==> src/rtl/spi_master.sv <==
// SPI mode-0 initiator: sends {adr, data_wr} MSB first with an active-high cs
// and captures the read word returned during the data phase.
module spi_master #(
  parameter int ADRSIZE     = 8,
  parameter int DATASIZE    = 16,
  parameter int HALF_PERIOD = 4
) (
  input  logic                sys_clk,
  input  logic                reset,
  input  logic                start,
  input  logic [ADRSIZE-1:0]  adr,
  input  logic [DATASIZE-1:0] data_wr,
  output logic                busy,
  output logic                done,
  output logic [DATASIZE-1:0] data_rd,
  output logic                sclk,
  output logic                mosi,
  output logic                cs,
  input  logic                miso
);

  localparam int REGSIZE = ADRSIZE + DATASIZE;
  localparam int PW      = $clog2(HALF_PERIOD + 1);
  localparam int BW      = $clog2(REGSIZE + 1);

  if (HALF_PERIOD < 4) begin : g_hp_chk
    $error("spi_master: HALF_PERIOD must be >= 4");
  end

  typedef enum logic [2:0] {
    S_IDLE,
    S_SETUP,
    S_SHIFT,
    S_DONE,
    S_GAP
  } state_t;

  state_t              r_state;
  state_t              w_state_nxt;
  logic [PW-1:0]       r_phase;
  logic [BW-1:0]       r_bit;
  logic [REGSIZE-1:0]  r_sreg;
  logic [DATASIZE-1:0] r_rd;
  logic                r_miso_m;
  logic                r_miso_s;

  logic [REGSIZE-1:0]  w_frame;
  logic                w_pend;
  logic                w_last;
  logic                w_rd_bit;
  logic                w_load;
  logic                w_rise;
  logic                w_fall;
  logic                w_finish;
  logic                w_gap_end;

  assign w_frame  = {adr, data_wr};
  assign w_pend   = (r_phase == PW'(HALF_PERIOD - 1));
  assign w_last   = (r_bit == BW'(REGSIZE));
  assign w_rd_bit = (r_bit >= BW'(ADRSIZE));

  always_ff @(posedge sys_clk) begin
    if (reset) begin
      r_state <= S_IDLE;
    end else begin
      r_state <= w_state_nxt;
    end
  end

  always_comb begin
    w_state_nxt = r_state;
    w_load      = 1'b0;
    w_rise      = 1'b0;
    w_fall      = 1'b0;
    w_finish    = 1'b0;
    w_gap_end   = 1'b0;
    unique case (r_state)
      S_IDLE: begin
        if (start) begin
          w_state_nxt = S_SETUP;
          w_load      = 1'b1;
        end
      end
      S_SETUP: begin
        if (w_pend) begin
          w_state_nxt = S_SHIFT;
          w_rise      = 1'b1;
        end
      end
      S_SHIFT: begin
        // r_bit has already advanced past the last bit during the HOLD phase
        if (w_pend) begin
          if (sclk) begin
            w_fall = 1'b1;
          end else if (w_last) begin
            w_state_nxt = S_DONE;
            w_finish    = 1'b1;
          end else begin
            w_rise = 1'b1;
          end
        end
      end
      S_DONE: begin
        w_state_nxt = S_GAP;
      end
      S_GAP: begin
        if (w_pend) begin
          w_state_nxt = S_IDLE;
          w_gap_end   = 1'b1;
        end
      end
      default: begin
        w_state_nxt = S_IDLE;
      end
    endcase
  end

  always_ff @(posedge sys_clk) begin
    if (reset) begin
      r_phase <= '0;
    end else if (r_state == S_IDLE || w_pend ||
                 w_state_nxt != r_state) begin
      r_phase <= '0;
    end else begin
      r_phase <= r_phase + PW'(1);
    end
  end

  always_ff @(posedge sys_clk) begin
    if (reset) begin
      r_miso_m <= 1'b0;
      r_miso_s <= 1'b0;
    end else begin
      r_miso_m <= miso;
      r_miso_s <= r_miso_m;
    end
  end

  // r_sreg holds the bits still to be sent, next bit in the MSB
  always_ff @(posedge sys_clk) begin
    if (reset) begin
      r_sreg  <= '0;
      r_bit   <= '0;
      r_rd    <= '0;
      data_rd <= '0;
      busy    <= 1'b0;
      done    <= 1'b0;
      sclk    <= 1'b0;
      mosi    <= 1'b0;
      cs      <= 1'b0;
    end else begin
      done <= 1'b0;
      if (w_load) begin
        r_sreg <= {w_frame[REGSIZE-2:0], 1'b0};
        r_bit  <= '0;
        mosi   <= w_frame[REGSIZE-1];
        sclk   <= 1'b0;
        cs     <= 1'b1;
        busy   <= 1'b1;
      end
      if (w_rise) begin
        sclk <= 1'b1;
      end
      if (w_fall) begin
        sclk   <= 1'b0;
        mosi   <= r_sreg[REGSIZE-1];
        r_sreg <= {r_sreg[REGSIZE-2:0], 1'b0};
        r_bit  <= r_bit + BW'(1);
        if (w_rd_bit) begin
          r_rd <= {r_rd[DATASIZE-2:0], r_miso_s};
        end
      end
      if (w_finish) begin
        cs      <= 1'b0;
        done    <= 1'b1;
        data_rd <= r_rd;
      end
      if (w_gap_end) begin
        busy <= 1'b0;
      end
    end
  end

endmodule

==> config.mk <==
export PLATFORM = sky130hd
export DESIGN_NAME = spi_master
export DESIGN_NICKNAME = d
export VERILOG_FILES = /design/src/rtl/spi_master.sv
export SDC_FILE = /design/constraint.sdc
export NUM_CORES = 1
export LEC_CHECK = 0
export ABC_CLOCK_PERIOD_IN_PS = 2290
export CORE_ASPECT_RATIO = 0.8
export CORE_MARGIN = 3
export CORE_UTILIZATION = 53
export DETAILED_ROUTE_END_ITERATION = 12
export MAX_ROUTING_LAYER = met4
export PLACE_DENSITY = 0.79
export REMOVE_ABC_BUFFERS = 1
export SLEW_MARGIN = 40
export SYNTH_ARGS = -nofsm -noshare
export SYNTH_HDL_FRONTEND = slang
export SYNTH_SLANG_ARGS = --single-unit
==> constraint.sdc <==
create_clock -name sys_clk -period 2.29 [get_ports sys_clk]
set_clock_uncertainty 0.05 [all_clocks]
set_input_delay 0.3435 -clock sys_clk [delete_from_list [all_inputs] [get_ports sys_clk]]
set_output_delay 0.3435 -clock sys_clk [all_outputs]
set_load 0.03 [all_outputs]
==> run_results.csv, run 1 <==
group,metric,value,unit
pwr,pwr-share-comb,7.7,%
synthesis,synth_ff_type,"dfxtp_1",
synthesis,yosys.area.top_type,"dfxtp_1",
synthesis,synth-edff-count,0,
routing,vias,2501,
routing,top_layer_used,"met4",
timing,period_share,87.7,%
synthesis,synth_cells,311,
die,num_io_pins,49,
routing,ant_nets,0,
placement,dp.cells,417,
die,num_rows,24,
grt,grt_pass1_wl,11000,um
routing,via_per_inst,5.78,
synthesis,synth.most_common_cell,"dfxtp_1",
timing,slew_headroom,62.9,%
placement,place_congestion,0.784,
clock_tree,clk_path_buf_depth,2,
routing,dr_wl_met3,251,um
synthesis,syn_avg_cell_area,10.2,um2
pwr,seq_power_share,52.9,%
synthesis,synth_seq_cells,73,
pwr,total_power,2510,uW
clock_tree,clock_latency,0.35,ns
layout,fin_nets,382,
critical_path,critPathKind,"register to register",
layout,regArea,1460,um2
clock_tree,post_cts_resized,0,
layout,drive_gt1_share,10.4,%
synthesis,synthArstFlopShare,0,%
layout,stdcell_count,433,
pwr,peakVddDrop,0.000429,V
die,start_util,56.7,%
critical_path,worst_ep_arrival_time,2.21,ns
worst_hold_path,hold_path_class,"primary input to register",
timing,worstMarginPinSlew,0.555,ns
layout,fin_util,69.2,%
clock_tree,postCtsSetupBuffers,0,
die,die_w,92.7,um
clock_tree,tritoncts,"yes",
clock_tree,cts_buffers,9,
die,design.core.area,5620,um2
timing,max_freq,498,MHz
synthesis,synth_area_leaders,"dfxtp_1 46%, mux2i_1 10%, nand2b_1 6.7%",
clock_tree,path_clk_slew,0.08,ns
placement,dpl_cell_area,3690,um2
timing,hold_violations,0,
routing,routedWlPerCell,15.1,um
pwr,p_switching,598,uW
layout,area_delta_synth_final,22.0,%
synthesis,synth_common_cells,"73 x dfxtp_1, 34 x nand2b_1, 33 x mux2i_1",
die,die_area,6980,um2
grt,grt_max_degree,37,
routing,wl_met1,3200,um
routing,drt-total-wl,6550,um
synthesis,synth.distinct_cells,43,
clock_tree,cts_max_level,3,
routing,dr.pass1.iters,5,
synthesis,yosysWarnings,0,
layout,n_antenna_cell,0,
timing,setup_violations,0,
grt,grt_pass1_vias,2318,
grt,grt_remaining_overflow,0,
job,maxCapViolations,0,
synthesis,syn_area,3180,um2
layout,multiInputGateArea,1540,um2
clock_tree,cts_hold_buf,0,
timing,finalMaxSlewViolations,0,
pwr,powerDensity,646,nW/um2
pwr,clockPowerShare,39.3,%
pwr,leakagePower,0.00131,uW
die,die_height,75.3,um
timing,rsz0062_at_grt,"false",
timing,fin_hold_ws,0.336,ns
clock_tree,clock-sinks,73,
pwr,power.internal,1910,uW
routing,first_iter_violations,120,
placement,io_buffers,48,
critical_path,worstPathMaxFanout,9,
pwr,swShare,23.8,%
grt,grt_use_total,20.3,%
routing,route.met2.wl,3030,um
critical_path,critPathCaptureType,"register",
placement,dp_hpwl,4290,um
status,status,"completed",
critical_path,cp-start-kind,"register",
clock_tree,cts_root_buf,"clkbuf_8",
synthesis,seq_area_frac_synth,45.9,%
routing,drc,0,
synthesis,synthDominantCellAreaShare,45.9,%
critical_path,critPathRequiredTime,2.49,ns
grt,antenna_found_initial,0,
timing,post-route-min-period,2.01,ns
layout,fill_cells,432,
layout,stdcell_area,3890,um2
[routing by layer]
metal / track usage, % / vias to the layer above
li1: - / 1238
met1: 26.9 / 1207
met2: 30.2 / 49
met3: 6.42 / 7
met4: 5.69 / 0
met5: - / -
[metrics by stage]
stage / TNS (ns) / setup WS, ns
floorplan: -6.83 / -0.377
global placement: 0 / 0.318
detailed placement: 0 / 0.275
CTS: 0 / 0.265
global route: 0 / 0.115
finish: 0 / 0.282
[area by class of cell]
type | count | area share, %
Tap cell | 78 | 2.51
Clock buffer | 9 | 3.19
Inverter | 5 | 0.483
Clock inverter | 7 | 1.80
Timing Repair Buffer | 59 | 14.7
Multi-Input combinational cell | 202 | 39.7
Sequential cell | 73 | 37.6
[power by group through the flow]
stage	combinational, uW	clock [uW]	sequential (uW)
floorplan	85.2	0	1360
global placement	191	0	1360
detailed placement	194	0	1360
CTS	195	1010	1330
global route	210	1070	1330
finish	194	987	1330
[cells by family after synthesis]
logic type	share of synthesized area [%]
flip-flops	45.9
buffers and inverters	5.62
adder cells (fa/ha/maj)	1.57
XOR/XNOR	0.275
AO/OA/AOI/OAI	19.5
multiplexers	11.1
AND/OR/NAND/NOR	16.0
[flip-flops by register name (all words and copies together), names as in the netlist, 3 cells and up]
name	cells
r_rd	16
r_bit	5
r_state	3
r_sreg	23
r_phase	3
data_rd	16
[worst max-delay path, stage by stage, from the launching register on]
cell,delay [ns]
dfxtp_1,0.34
ha_1,0.15
ha_1,0.35
and4bb_1,0.40
nand3_2,0.29
a211oi_1,0.33
[placed cells by master (no fill, tap or decap), types with 5 or more instances in the layout]
master	count
a21oi_1	25
a32oi_1	23
buf_4	10
clkbuf_8	9
clkdlybuf4s50_1	47
dfxtp_1	73
inv_1	5
mux2i_1	33
nand2b_1	34
nor2_1	9
o211ai_1	24
[final timing paths]
| kind | from | to | slack [ns] | depth (start not counted) |
|---|---|---|---|---|
| worst min register to register | r_phase[0] | r_phase[0] | 0.38 | 1 |
| worst min-delay path | reset | r_sreg[12] | 0.34 | 2 |
| worst max-delay path | r_phase[0] | r_state[0] | 0.28 | 5 |
| worst max register to register | r_phase[0] | r_state[0] | 0.28 | 5 |
Note: power is estimated with default switching activity, not from simulation.
==> inputs of run 2 (changes only) <==
Settings changed: MAX_ROUTING_LAYER met4 to unset.
==> run 2 against run 1 <==
Net effect: sequential share of layout area unchanged; global-route usage down 0.72 points; first-iteration DRC count fell by 2.5%; die area did not move; critical path type unchanged.
==> run_results.csv, run 2 (synthesis results as in run 1) <==
group,metric,value,unit
status,status,"completed",
critical_path,crit_family,"simple AND/OR/NAND/NOR gates",
critical_path,crit_path_max_incr_delay,0.40,ns
layout,stdcell_count,433,
grt,grtUsageMet1,26.8,%
worst_hold_path,min_path_cells,2,
critical_path,cp_cell_sequence,"ha_1, ha_1, and4bb_1, nand3_2, a211oi_1",
grt,grt_remaining_overflow,0,
timing,slew_headroom,63.2,%
timing,finalMaxSlewViolations,0,
placement,dp_hpwl,4290,um
critical_path,worstPathMaxFanout,9,
placement,dp.cells,417,
routing,drt-total-wl,6530,um
timing,post-route-min-period,2.01,ns
timing,period_share,87.9,%
routing,first_iter_violations,117,
critical_path,critPathCaptureType,"register",
grt,grt_pass1_vias,2320,
layout,area_delta_synth_final,22.0,%
clock_tree,clock-sinks,73,
pwr,peakVddDrop,0.000429,V
layout,largest_reg_flops,23,
clock_tree,clk_path_buf_depth,2,
clock_tree,cts_hold_buf,0,
placement,place_congestion,0.773,
grt,grt_pass1_wl,11000,um
layout,final_cell_mix,"73 x dfxtp_1, 47 x clkdlybuf4s50_1, 34 x nand2b_1",
critical_path,critPathKind,"register to register",
grt,grt_busiest_layer,"met2",
grt,grt_max_degree,37,
die,die_height,75.3,um
layout,largest_registers,"r_sreg: 23 flops, data_rd: 16 flops, r_rd: 16 flops",
die,start_util,56.7,%
grt,grt_use_met3,5.92,%
routing,drc,0,
critical_path,critPathRequiredTime,2.49,ns
placement,dp_slack,0.275,ns
worst_hold_path,hold_path_class,"primary input to register",
pwr,powerDensity,645,nW/um2
die,design.core.area,5620,um2
clock_tree,cts_root_buf,"clkbuf_8",
routing,ant_nets,0,
critical_path,path_buf_inv,0,
layout,n_antenna_cell,0,
routing,vias,2510,
grt,grtUsageMet2,30.2,%
clock_tree,post_cts_resized,0,
clock_tree,path_clk_slew,0.08,ns
placement,io_buffers,48,
timing,rsz0062_at_grt,"false",
critical_path,rr_worst_depth,5,
clock_tree,cts_max_level,3,
die,die_w,92.7,um
layout,final_common_cell,"dfxtp_1",
critical_path,worst_ep_arrival_time,2.21,ns
timing,setup_slack,0.276,ns
routing,routedWlPerCell,15.1,um
layout,fin_util,69.2,%
routing,via_per_inst,5.80,
timing,worstMarginPinSlew,0.551,ns
timing,fin_hold_ws,0.343,ns
clock_tree,tritoncts,"yes",
clock_tree,cts_buffers,9,
layout,max_flop_register,"r_sreg",
critical_path,crit_cells,5,
job,maxCapViolations,0,
critical_path,path_common_cell,"ha_1",
pwr,leakagePower,0.00131,uW
timing,max_freq,497,MHz
routing,dr.pass1.iters,4,
grt,grt_use_total,19.6,%
critical_path,slowest_stage,"and4bb_1",
clock_tree,clock_latency,0.34,ns
grt,antenna_found_initial,0,
clock_tree,postCtsSetupBuffers,0,
timing,hold_violations,0,
die,num_rows,24,
timing,setup_violations,0,
layout,drive_gt1_share,10.4,%
critical_path,cp-start-kind,"register",
layout,fin_nets,382,
die,num_io_pins,49,
die,die_area,6980,um2
[run 2: final timing paths]
path | slack (ns) | to | start
max | 0.28 | r_state[0] | r_phase[0]
min | 0.34 | r_sreg[12] | reset
max reg2reg | 0.28 | r_state[0] | r_phase[0]
min reg2reg | 0.38 | r_phase[0] | r_phase[0]
[run 2: final cells by class]
cell class              count  area, um2
fillers                   432       1730
multi-input cells         202       1540
flip-flops and latches     73       1460
repair buffers             59        571
clock buffers               9        124
well taps                  78       97.6
clock inverters             7       70.1
inverters                   5       18.8
[run 2: through the flow]
step / area, um2 / total power, uW / setup TNS, ns
final: 3890 / 2510 / 0
after global routing: 3890 / 2610 / 0
after CTS: 3890 / 2530 / 0
after detailed placement: 3690 / 1550 / 0
after global placement: 3690 / 1550 / 0
after floorplan: 3020 / 1440 / -6.83
[run 2: worst register-to-register path, delay by kind of cell (launching register included)]
family                   cells  cell delay [ns]
AO/OA/AOI/OAI                1             0.33
flip-flops                   1             0.34
adder cells (fa/ha/maj)      2             0.50
AND/OR/NAND/NOR              2             0.70
[run 2: report_power, final]
| part | switching [uW] | leakage (uW) | internal, uW |
|---|---|---|---|
| combinational | 87.7 | 0.000615 | 106 |
| sequential | 24.9 | 0.000593 | 1300 |
| clock | 483 | 0.0000994 | 502 |
| total | 595 | 0.00131 | 1910 |
[run 2: per-layer routing]
layer / wire [um] / part of all wire [%]
met3: 336 / 5.1
met4: 43 / 0.66
met1: 3100 / 47
met2: 3050 / 47
met5: 0 / 0
==> inputs of run 3 (changes only) <==
Settings changed: CORE_UTILIZATION 53 to 62, DONT_BUFFER_PORTS set to 1, MAX_ROUTING_LAYER set to met4, PLACE_DENSITY 0.79 to 0.78.
==> run 3 against run 2 <==
Net effect: global-route usage up 3.8 points; first-iteration DRC count up 51%; register-to-register slack better by 0.18 ns; clock-buffer cell count unchanged; clock power up 13%; via count down 3.7%; non-clock buffer count down 39; critical path type unchanged.
==> run_results.csv, run 3 (synthesis results as in run 1) <==
group,metric,value,unit
status,status,"completed",
die,start_util,66.9,%
grt,grt_use_total,23.4,%
layout,max_flop_register,"r_sreg",
timing,setup_slack,0.456,ns
layout,largest_registers,"r_sreg: 23 flops, data_rd: 16 flops, r_rd: 16 flops",
critical_path,critPathRequiredTime,2.50,ns
pwr,powerDensity,737,nW/um2
grt,grt_pass1_vias,2290,
clock_tree,post_cts_resized,0,
critical_path,cp-startpoint,"r_state[1]",
routing,dr.pass1.iters,5,
placement,dp_slack,0.450,ns
critical_path,critPathKind,"register to register",
layout,n_antenna_cell,0,
grt,grt_pass1_wl,11000,um
timing,finalMaxSlewViolations,0,
timing,period_share,80.1,%
clock_tree,tritoncts,"yes",
routing,vias,2417,
pwr,total_power,2570,uW
die,die_height,70.1,um
worst_hold_path,hold_start,"reset",
timing,worstMarginPinSlew,0.585,ns
layout,drive_gt1_share,13.0,%
timing,post-route-min-period,1.83,ns
die,die_w,86.1,um
layout,area_delta_synth_final,9.55,%
clock_tree,path_clk_slew,0.08,ns
routing,drc,0,
worst_hold_path,min_path_cells,1,
routing,drt-total-wl,6670,um
clock_tree,clk_path_buf_depth,2,
layout,fin_nets,343,
critical_path,critPathCaptureType,"register",
pwr,peakVddDrop,0.000587,V
job,maxCapViolations,0,
clock_tree,postCtsSetupBuffers,0,
routing,via_per_inst,6.43,
timing,rsz0062_at_grt,"false",
timing,hold_violations,0,
layout,stdcell_area,3490,um2
timing,setup_violations,0,
clock_tree,cts_buffers,9,
timing,max_freq,545,MHz
critical_path,slowest_stage,"dfxtp_1",
critical_path,r2r-start,"r_state[1]",
critical_path,crit_path_max_incr_delay,0.67,ns
die,num_io_pins,49,
placement,dp_hpwl,3900,um
clock_tree,clock-sinks,73,
grt,antenna_found_initial,0,
die,die_area,6040,um2
placement,place_congestion,0.739,
timing,fin_hold_ws,0.0179,ns
die,num_rows,22,
layout,fin_util,73.3,%
pwr,leakagePower,0.00118,uW
clock_tree,clock_latency,0.35,ns
timing,slew_headroom,60.9,%
critical_path,worst_ep_arrival_time,2.05,ns
routing,routedWlPerCell,17.7,um
grt,grt_max_degree,54,
critical_path,cp-start-kind,"register",
grt,grt_remaining_overflow,0,
worst_hold_path,hold_path_class,"primary input to register",
die,design.core.area,4760,um2
critical_path,worstPathMaxFanout,13,
clock_tree,cts_root_buf,"clkbuf_8",
routing,first_iter_violations,177,
layout,final_cell_mix,"73 x dfxtp_1, 34 x nand2b_1, 33 x mux2i_1",
critical_path,cp_cell_sequence,"nand4bb_4, buf_4, or3_1, a311oi_1",
clock_tree,cts_hold_buf,4,
placement,dpl_cell_area,3220,um2
routing,ant_nets,0,
placement,io_buffers,0,
critical_path,rr_worst_depth,4,
layout,largest_reg_flops,23,
layout,final_common_cell,"dfxtp_1",
clock_tree,cts_max_level,3,
[run 3: cell count changes in the layout (fill, tap and decap cells not counted)]
cell | previous run | this run
bufinv_16 | 1 | 2
inv_6 | 1 | 0
buf_4 | 10 | 14
clkinv_2 | 3 | 2
clkdlybuf4s50_1 | 47 | 0
clkinv_4 | 1 | 2
dlygate4sd3_1 | 0 | 4
[run 3: power breakdown]
part	total [uW]	internal [uW]	switching [uW]
clock network	1110	613	495
registers	1330	1300	30.5
logic	130	62.2	67.3
total	2570	1980	593
[run 3: critical path, delay by kind of cell (launching register included)]
family                 cells  cell delay [ns]
flip-flops                 1             0.67
buffers and inverters      1             0.23
AND/OR/NAND/NOR            2             0.54
AO/OA/AOI/OAI              1             0.25
[run 3: metrics by stage]
stage               setup TNS [ns]  std cells
floorplan                    -6.83        280
global placement                 0        355
CTS                              0        375
detailed placement               0        355
finish                           0        376
global route                     0        376
[run 3: layer usage]
metal	vias to the layer above	wire (um)	global-route usage, %
li1	1162	-	-
met1	1149	3040	31.4
met2	101	3040	34.6
met3	5	542	8.14
met4	0	45	4.22
met5	-	0	-
[run 3: path summary, 6_finish.rpt]
kind / to / slack (ns)
max: r_bit[2] / 0.46
max reg2reg: r_bit[2] / 0.46
min: sclk / 0.02
min reg2reg: r_phase[0] / 0.38
[run 3: final cells by class]
class / count / area (um2)
clock buffers: 9 / 124
repair buffers: 20 / 170
well taps: 60 / 75.1
multi-input cells: 202 / 1540
clock inverters: 7 / 95.1
fillers: 356 / 1270
flip-flops and latches: 73 / 1460
inverters: 5 / 18.8
==> RTL change (config.mk and constraints of run 3) <==
`HALF_PERIOD`: 4 -> 8.
--- a/src/rtl/spi_master.sv
+++ b/src/rtl/spi_master.sv
@@ -4,5 +4,5 @@
   parameter int ADRSIZE     = 8,
   parameter int DATASIZE    = 16,
-  parameter int HALF_PERIOD = 4
+  parameter int HALF_PERIOD = 8
 ) (
   input  logic                sys_clk,
Function: changed (a bounded check fails within 10 cycles, from zero or initial values and one cycle with reset high).
==> RTL change against run 3 <==
Synthesized cell count is 8.0% higher. Core utilization is 1.2 points lower. Sequential share of layout area is 1.8 points higher. Area after synthesis is 2.8% lower. Via count is 1.9% lower. Sequential cell count is 1 higher. Clock power is 5% higher. Worst hold slack better by 0.0029 ns. Worst setup slack worse by 0.20 ns. Routed wire length is 7.0% lower. Final area is 2.8% lower. Power is 2.4% higher. Largest cell class is now registers.
==> RTL change: results (changes against run 3) <==
asr flop ratio synth = 0% (unchanged)
status = finished clean (unchanged)
Fillers = 388 (was 356)
hold endpoint = r_sreg[23] (was sclk)
Mapped Cells = 336 (was 311)
ranking of synthesized cells by area = dfxtp_1 48%, mux2i_1 10%, nand2_1 10% (was dfxtp_1 46%, mux2i_1 10%, nand2b_1 6.7%)
placed cells = 378 (was 355)
Worst Min Path Start = reset (unchanged)
most frequent cells after synthesis = 84 x nand2_1, 74 x dfxtp_1, 32 x mux2i_1, 27 x nor3_1, 23 x a311oi_1 (was 73 x dfxtp_1, 34 x nand2b_1, 33 x mux2i_1, 25 x a21oi_1, 24 x o211ai_1)
Vias/cell = 5.97 (was 6.43)
TritonRoute pass-1 iters = 4 (was 5)
met2 Usage GRT = 30.2% (was 34.6%)
n_diodes = 0 (unchanged)
vias in the first global route = 2,125 (was 2,290)
M1 GR Usage = 30.8% (was 31.4%)
leakage = 1.17 nW (was 1.18 nW)
Critical Path Fanout Max = 16 (was 13)
GR Util met3 = 7.36% (was 8.14%)
Place WS = 0.313 ns (was 0.450 ns)
crit path from = r_phase[0] (was r_state[1])
WL met3 = 385 um (was 542 um)
CP max stage delay = 0.36 ns (was 0.67 ns)
R2R depth = 6 (was 4)
Hold WC Path Type = in -> reg (unchanged)
register-to-register path setup slack = 0.26 ns (was 0.46 ns)
first-pass GRT wire length = 10,200 um (was 11,000 um)
Via Count = 2,370 (was 2,417)
Avg WL per Cell = 15.6 um (was 17.7 um)
Seq/Total Area, Yosys = 47.8% (was 45.9%)
largest net degree at the start of global routing = 38 (was 54)
Hold Slack = 0.0208 ns (was 0.0179 ns)
layout cells sized above 1 = 9.50% (was 13.0%)
CTS Root Cell = clkbuf_8 (unchanged)
DP HPWL = 3860 um (was 3900 um)
gr usage total = 22.1% (was 23.4%)
Slew @ Worst Pin = 0.558 ns (was 0.585 ns)
Reg-to-Reg End = r_rd[11] (was r_bit[2])
Layout Nets = 364 (was 343)
DRT met1 WL = 2920 um (was 3040 um)
Crit path arrival time = 2.24 ns (was 2.05 ns)
post-synthesis cell type count = 39 (was 43)
gp weighted congestion = 0.752 (was 0.739)
Initial DRC Count = 149 (was 177)
WL met2 = 2820 um (was 3040 um)
VDD IR max = 0.579 mV (was 0.587 mV)
RTL change: cell families after synthesis:
logic type,Yosys count,synth area share (%)
flops,74,47.8
compound gates,45,10.9
xor+xnor,5,1.41
simple gates,144,23.2
mux,33,10.7
buf+inv,32,4.73
fa+ha+maj,3,1.21
RTL change: layout make-up:
type	count	area share, %
sequential	74	43.7
timing repair buffer	15	3.62
clock inverter	5	3.06
tap	60	2.21
multi-input combinational	230	43.3
inverter	3	0.332
clock buffer	10	3.76
RTL change: power by group:
part           total (mW)  leakage [nW]  internal, mW  switching [mW]
clock                1.17         0.116         0.718           0.449
combinational       0.112         0.452        0.0447          0.0671
sequential           1.35         0.601          1.32          0.0323
total                2.63          1.17          2.08           0.549
RTL change: critical path, delay by kind of cell (launching register included):
family / cells / cell delay [ns]
muxes: 1 / 0.25
DFF: 1 / 0.36
adders and majority gates: 1 / 0.21
and+or+nand+nor: 2 / 0.47
buffers and inverters: 2 / 0.60
RTL change: timing repair:
| action | 4_1_cts | 5_1_grt |
|---|---|---|
| hold endpoints to repair | 12 | 13 |
| hold buffers | 2 | 2 |
| gates resized for setup | 0 | 0 |
RTL change: metrics by stage:
stage / setup TNS [ns] / instance area, sq um / total power, mW
6_report: 0 / 3390 / 2.63
5_1_grt: 0 / 3390 / 2.74
4_1_cts: 0 / 3370 / 2.66
3_5_place_dp: 0 / 3120 / 1.48
3_3_place_gp: 0 / 3120 / 1.48
2_1_floorplan: -9.89 / 2960 / 1.45
RTL change: worst max-delay path by stage:
stage	to	depth (start not counted)	slack [ns]
after floorplan	r_rd[0]	3	-0.36
after global placement	data_rd[12]	3	0.40
after detailed placement	r_rd[12]	6	0.31
after CTS	r_rd[11]	6	0.26
after global routing	r_rd[10]	6	0.1
final	r_rd[11]	6	0.26
